<file path="config.mk">
export PLATFORM = sky130hd
export DESIGN_NAME = mips32_prefetch
export DESIGN_NICKNAME = d
export VERILOG_FILES = /design/src/rtl/mips32_prefetch.sv
export SDC_FILE = /design/constraint.sdc
export NUM_CORES = 1
export LEC_CHECK = 0
export ABC_AREA = 1
export CORE_ASPECT_RATIO = 0.5
export CORE_MARGIN = 5
export CORE_UTILIZATION = 54
export CTS_BUF_LIST = sky130_fd_sc_hd__clkbuf_16
export DETAILED_ROUTE_END_ITERATION = 8
export PLACE_DENSITY = 0.77
export SLEW_MARGIN = 25
export SYNTH_ARGS = -nofsm -noshare
export SYNTH_HDL_FRONTEND = slang
export SYNTH_SLANG_ARGS = --single-unit
export TNS_END_PERCENT = 5
</file>
<file path="constraint.sdc">
create_clock -name clk1 -period 2.5 [get_ports clk1]
set_input_delay 0.25 -clock clk1 [delete_from_list [all_inputs] [get_ports clk1]]
set_output_delay 0.25 -clock clk1 [all_outputs]
set_load 0.01 [all_outputs]
</file>
<file path="src/rtl/mips32_prefetch.sv">
// mips32_prefetch: instruction prefetch buffer in front of the IF stage.
// Ports: clk1/rst_n, imem_* request/response, redirect/halt, if_* head.
module mips32_prefetch #(
  parameter int unsigned DEPTH    = 4,
  parameter int unsigned AW       = 10,
  parameter logic [31:0] RESET_PC = 32'd0
) (
  input  logic          clk1,
  input  logic          rst_n,
  output logic          imem_req,
  output logic [AW-1:0] imem_addr,
  input  logic          imem_ready,
  input  logic          imem_rvalid,
  input  logic [31:0]   imem_rdata,
  input  logic          redirect,
  input  logic [31:0]   redirect_pc,
  input  logic          halt,
  output logic          if_valid,
  output logic [31:0]   if_ir,
  output logic [31:0]   if_npc,
  input  logic          if_ready
);

  localparam int PW = $clog2(DEPTH);
  localparam int CW = PW + 1;
  localparam logic [CW:0] LIMIT = (CW+1)'(DEPTH);

  logic [31:0]   fetch_pc_q, fetch_pc_d;
  logic [31:0]   ir_q  [DEPTH];
  logic [31:0]   ir_d  [DEPTH];
  logic [31:0]   npc_q [DEPTH];
  logic [31:0]   npc_d [DEPTH];
  logic [31:0]   tag_q [DEPTH];
  logic [31:0]   tag_d [DEPTH];
  logic [PW-1:0] rd_ptr_q, rd_ptr_d;
  logic [PW-1:0] wr_ptr_q, wr_ptr_d;
  logic [PW-1:0] tag_rd_q, tag_rd_d;
  logic [PW-1:0] tag_wr_q, tag_wr_d;
  logic [CW-1:0] count_q, count_d;
  logic [CW-1:0] outst_q, outst_d;
  logic [CW-1:0] drop_q, drop_d;

  logic [CW:0]   used;
  logic          accept;
  logic          dropping;
  logic          write;
  logic          pop;

  // Credits cover both buffered words and words still owed by memory,
  // so every accepted request has a FIFO slot waiting for it.
  assign used = {1'b0, count_q} + {1'b0, outst_q};

  assign imem_req  = rst_n & ~halt & ~redirect & (used < LIMIT);
  assign imem_addr = fetch_pc_q[AW-1:0];

  assign if_valid = (count_q != '0);
  assign if_ir    = ir_q[rd_ptr_q];
  assign if_npc   = npc_q[rd_ptr_q];

  assign accept   = imem_req & imem_ready;
  assign dropping = imem_rvalid & (drop_q != '0);
  assign write    = imem_rvalid & ~dropping & ~redirect;
  assign pop      = if_valid & if_ready & ~redirect;

  always_comb begin
    fetch_pc_d = fetch_pc_q;
    ir_d       = ir_q;
    npc_d      = npc_q;
    tag_d      = tag_q;
    rd_ptr_d   = rd_ptr_q;
    wr_ptr_d   = wr_ptr_q;
    tag_rd_d   = tag_rd_q;
    tag_wr_d   = tag_wr_q;
    count_d    = count_q;
    outst_d    = outst_q + CW'(accept) - CW'(imem_rvalid);
    drop_d     = drop_q - CW'(dropping);

    if (accept) begin
      tag_d[tag_wr_q] = fetch_pc_q;
      tag_wr_d        = tag_wr_q + 1'b1;
      fetch_pc_d      = fetch_pc_q + 32'd1;
    end

    // Tags retire with every response, dropped or not.
    if (imem_rvalid) begin
      tag_rd_d = tag_rd_q + 1'b1;
    end

    if (write) begin
      ir_d[wr_ptr_q]  = imem_rdata;
      npc_d[wr_ptr_q] = tag_q[tag_rd_q] + 32'd1;
      wr_ptr_d        = wr_ptr_q + 1'b1;
    end

    if (pop) begin
      rd_ptr_d = rd_ptr_q + 1'b1;
    end

    count_d = count_q + CW'(write) - CW'(pop);

    // Redirect wins: everything still owed after this cycle is stale.
    if (redirect) begin
      fetch_pc_d = redirect_pc;
      rd_ptr_d   = '0;
      wr_ptr_d   = '0;
      count_d    = '0;
      drop_d     = outst_d;
    end
  end

  always_ff @(posedge clk1 or negedge rst_n) begin
    if (!rst_n) begin
      fetch_pc_q <= RESET_PC;
      rd_ptr_q   <= '0;
      wr_ptr_q   <= '0;
      tag_rd_q   <= '0;
      tag_wr_q   <= '0;
      count_q    <= '0;
      outst_q    <= '0;
      drop_q     <= '0;
      for (int i = 0; i < DEPTH; i++) begin
        ir_q[i]  <= '0;
        npc_q[i] <= '0;
        tag_q[i] <= '0;
      end
    end else begin
      fetch_pc_q <= fetch_pc_d;
      rd_ptr_q   <= rd_ptr_d;
      wr_ptr_q   <= wr_ptr_d;
      tag_rd_q   <= tag_rd_d;
      tag_wr_q   <= tag_wr_d;
      count_q    <= count_d;
      outst_q    <= outst_d;
      drop_q     <= drop_d;
      for (int i = 0; i < DEPTH; i++) begin
        ir_q[i]  <= ir_d[i];
        npc_q[i] <= npc_d[i];
        tag_q[i] <= tag_d[i];
      end
    end
  end

endmodule

</file>
==> run_results.csv <==
group,metric,value,unit
timing,timing.hold.ws,272,ps
synth,synthTopCellsByArea,"dfrtp_1 50%, nand2_1 21%, o21ai_0 6.5%",
final_layout,final_nets,3018,
run,drv_cap,0,
critical_path,critPathMaxFanout,70,
timing,slew-limit-headroom,0.540,
pwr,vdd_drop_max,0.000467,V
timing,fmax,377,MHz
detailed_routing,vias,19400,
grt,grt_pass1_wl,98100,um
critical_path,worstPathArrival,2400,ps
timing,rsz0062_at_grt,"yes",
grt,grt_antenna_before_repair,0,
synth,netlist_area,21500,sq um
timing,setup_viol,12,
cts,tritoncts,"done",
floorplanning,row_count,51,
detailed_routing,ant_nets,0,
critical_path,critPathCaptureType,"output pin",
synth,synth.distinct_cells,40,
status,status,"finished with violations",
final_layout,drive_gt1_frac,0.0704,
cts,clock_latency,560,ps
synth,synth_warnings,0,
floorplanning,num_io_pins,147,
synth,synth.yosys.seq_area_share,0.504,
floorplanning,start_util,0.550,
grt,grt_max_degree,120,
cts,clockRootBuffer,"clkbuf_16",
floorplanning,die_w,292,um
synth,syn_inst,2832,
detailed_routing,firstDrtPassIters,6,
timing,layout_min_cycle_time,2650,ps
detailed_routing,routedWlPerCell,17.2,um
timing,period_share,1.06,
grt,grt_overflow,0,
floorplanning,core,39100,sq um
timing,tightest_slew,690,ps
synth,synth_top_area_share,0.504,
cts,cts.htree.levels,2,
placed_design,pre_cts_ws,-19.6,ps
cts,clock-sinks,433,
status,violations,"negative setup slack",
final_layout,fin_util,0.645,
placed_design,io_buffers,146,
detailed_routing,routed_wirelength,60100,um
pwr,power.density,1080,nW/um^2
final_layout,syn_to_final_growth,17.2,%
hold_path,hold_class,"in -> reg",
cts,cts_buffers,40,
critical_path,cp.required,2250,ps
floorplanning,die-area,44200,sq um
timing,finalMaxSlewViolations,0,
floorplanning,die_y,151,um
placed_design,dpl.hpwl,37200,um
final_layout,n_antenna_cell,0,
synth,synth_top_area_cell,"dfrtp_1",
detailed_routing,drt_drc_violations_left,0,
cts,clockBufferDepth,3,
synth,syn_nets,2923,
timing,finClkSkew,21.5,ps
cts,cts.reportedPaths.clkPinSlew,70,ps
detailed_routing,vias_per_cell,5.55,
timing,hold_violations,0,
timing,setup_slack,-152,ps
grt,gr-usage-all-layers,0.273,
critical_path,start_kind,"register",
synth,synth-seq-cells,433,
critical_path,setup.worst_path.class,"reg -> out",
detailed_routing,first_iter_violations,2086,
placed_design,globalplace.congestion,0.923,
synth,avgSynthCellArea,7.59,sq um
grt,grt_pass1_vias,18700,
pwr,power.leakage,13.0,nW
## layer usage
metal | global-route usage | up-vias | wire [um]
li1 | - | 9193 | -
met1 | 0.383 | 9229 | 26300
met2 | 0.439 | 822 | 27400
met3 | 0.0473 | 111 | 4860
met4 | 0.0860 | 0 | 1510
met5 | 0 | - | 0
## kinds of logic (layout without fill, tap and decap cells)
family / after synthesis / after routing / synth area share
simple gates: 1629 / 1629 / 0.302
flops: 433 / 433 / 0.504
compound gates: 402 / 402 / 0.102
buf+inv: 306 / 430 / 0.0610
xor+xnor: 42 / 42 / 0.0185
fa+ha+maj: 20 / 20 / 0.0123
## layout by cell type, fill, tap and decap left out, types with 3 or more instances in the layout
cell,n
inv_1,140
nor2_4,4
nor2_1,209
o21bai_2,4
o22ai_1,59
inv_2,9
dlygate4sd2_1,30
nand3_1,152
o211ai_1,16
xnor2_1,3
clkinv_1,11
or2_2,3
o21ai_1,20
dlymetal6s2s_1,20
xor2_2,4
o21ai_0,277
nor2_2,14
dfrtp_1,430
nand2_1,1188
nand4_1,9
nand2_2,24
xor2_1,34
a21oi_1,9
clkbuf_16,41
nand3_2,7
o22ai_2,5
buf_16,4
nor3_1,11
clkinv_2,7
buf_12,28
o221ai_1,8
clkdlybuf4s50_1,95
buf_4,35
ha_1,16
## area by class of cell
class / instances / area, sq um
Fill cell: 3330 / 13900
Sequential cell: 433 / 10800
Multi-Input combinational cell: 2093 / 9480
Timing Repair Buffer: 216 / 2470
Clock buffer: 41 / 1030
Tap cell: 530 / 663
Inverter: 143 / 547
Clock inverter: 30 / 184
## cell usage after synthesis, drive strengths merged
library cell and n:
a31oi 1, nand3b 1, ha 18, inv 138, clkinv 5, nor2 227, dfrtp 433, fa 2
nor4 2, o211ai 16, a32oi 1, nand3 159, xor2 38, o21bai 6, nand4 9, clkbuf 101
a21oi 9, nand2 1213, nor3 12, o22ai 64, or2 4, o21ai 297, xnor2 4, buf 62
and2 2, o221ai 8
## through the flow
step                      cells  area [sq um]  setup TNS (ps)  power [mW]
after floorplan            2832         21600            -122        16.8
after global placement     3410         23800               0        21.1
after detailed placement   3410         23800           -42.2        21.4
after CTS                  3486         25100           -3280        27.3
after global routing       3486         25200           -2020        29.1
final                      3486         25200            -711        27.2
## worst max-delay path: stages (launching register included)
cell and delay, ps:
dfrtp_4 500, buf_16 280, o21ai_0 150, o22ai_1 260
clkdlybuf4s50_1 600
## path summary, 6_finish.rpt
check / slack [ps] / depth (start not counted) / endpoint / from
max in group asynchronous: 890 / 4 / rd_ptr_q[0] / rst_n
max: -150 / 4 / if_ir[16] / rd_ptr_q[0]
max reg2reg: 30 / 12 / drop_q[2] / outst_q[2]
min reg2reg: 480 / 2 / ir_q[48] / ir_q[48]
min in group asynchronous: 400 / 3 / fetch_pc_q[4] / rst_n
min: 270 / 3 / fetch_pc_q[14] / redirect_pc[14]
## power breakdown
| part | internal (mW) | switching (mW) | total, mW |
|---|---|---|---|
| clock network | 3.18 | 2.69 | 5.87 |
| logic | 4.42 | 6.76 | 11.2 |
| registers | 8.97 | 1.14 | 10.1 |
## registers in the layout, indices dropped and copies added (netlist names)
signal      count
rd_ptr_q        2
outst_q         3
ir_q          128
tag_wr_q        2
fetch_pc_q     32
count_q         3
npc_q         128
wr_ptr_q        2
tag_q         128
drop_q          3
tag_rd_q        2
## timing repair
action	in CTS	in global routing
cloned	3	0
hold endpoints to repair	108	0
pin swaps	2	1
buffers inserted	1	0
gates resized for setup	38	36
setup endpoints to repair	67	70
hold buffers	1	0
No activity file was read; power rests on OpenSTA's default activity.
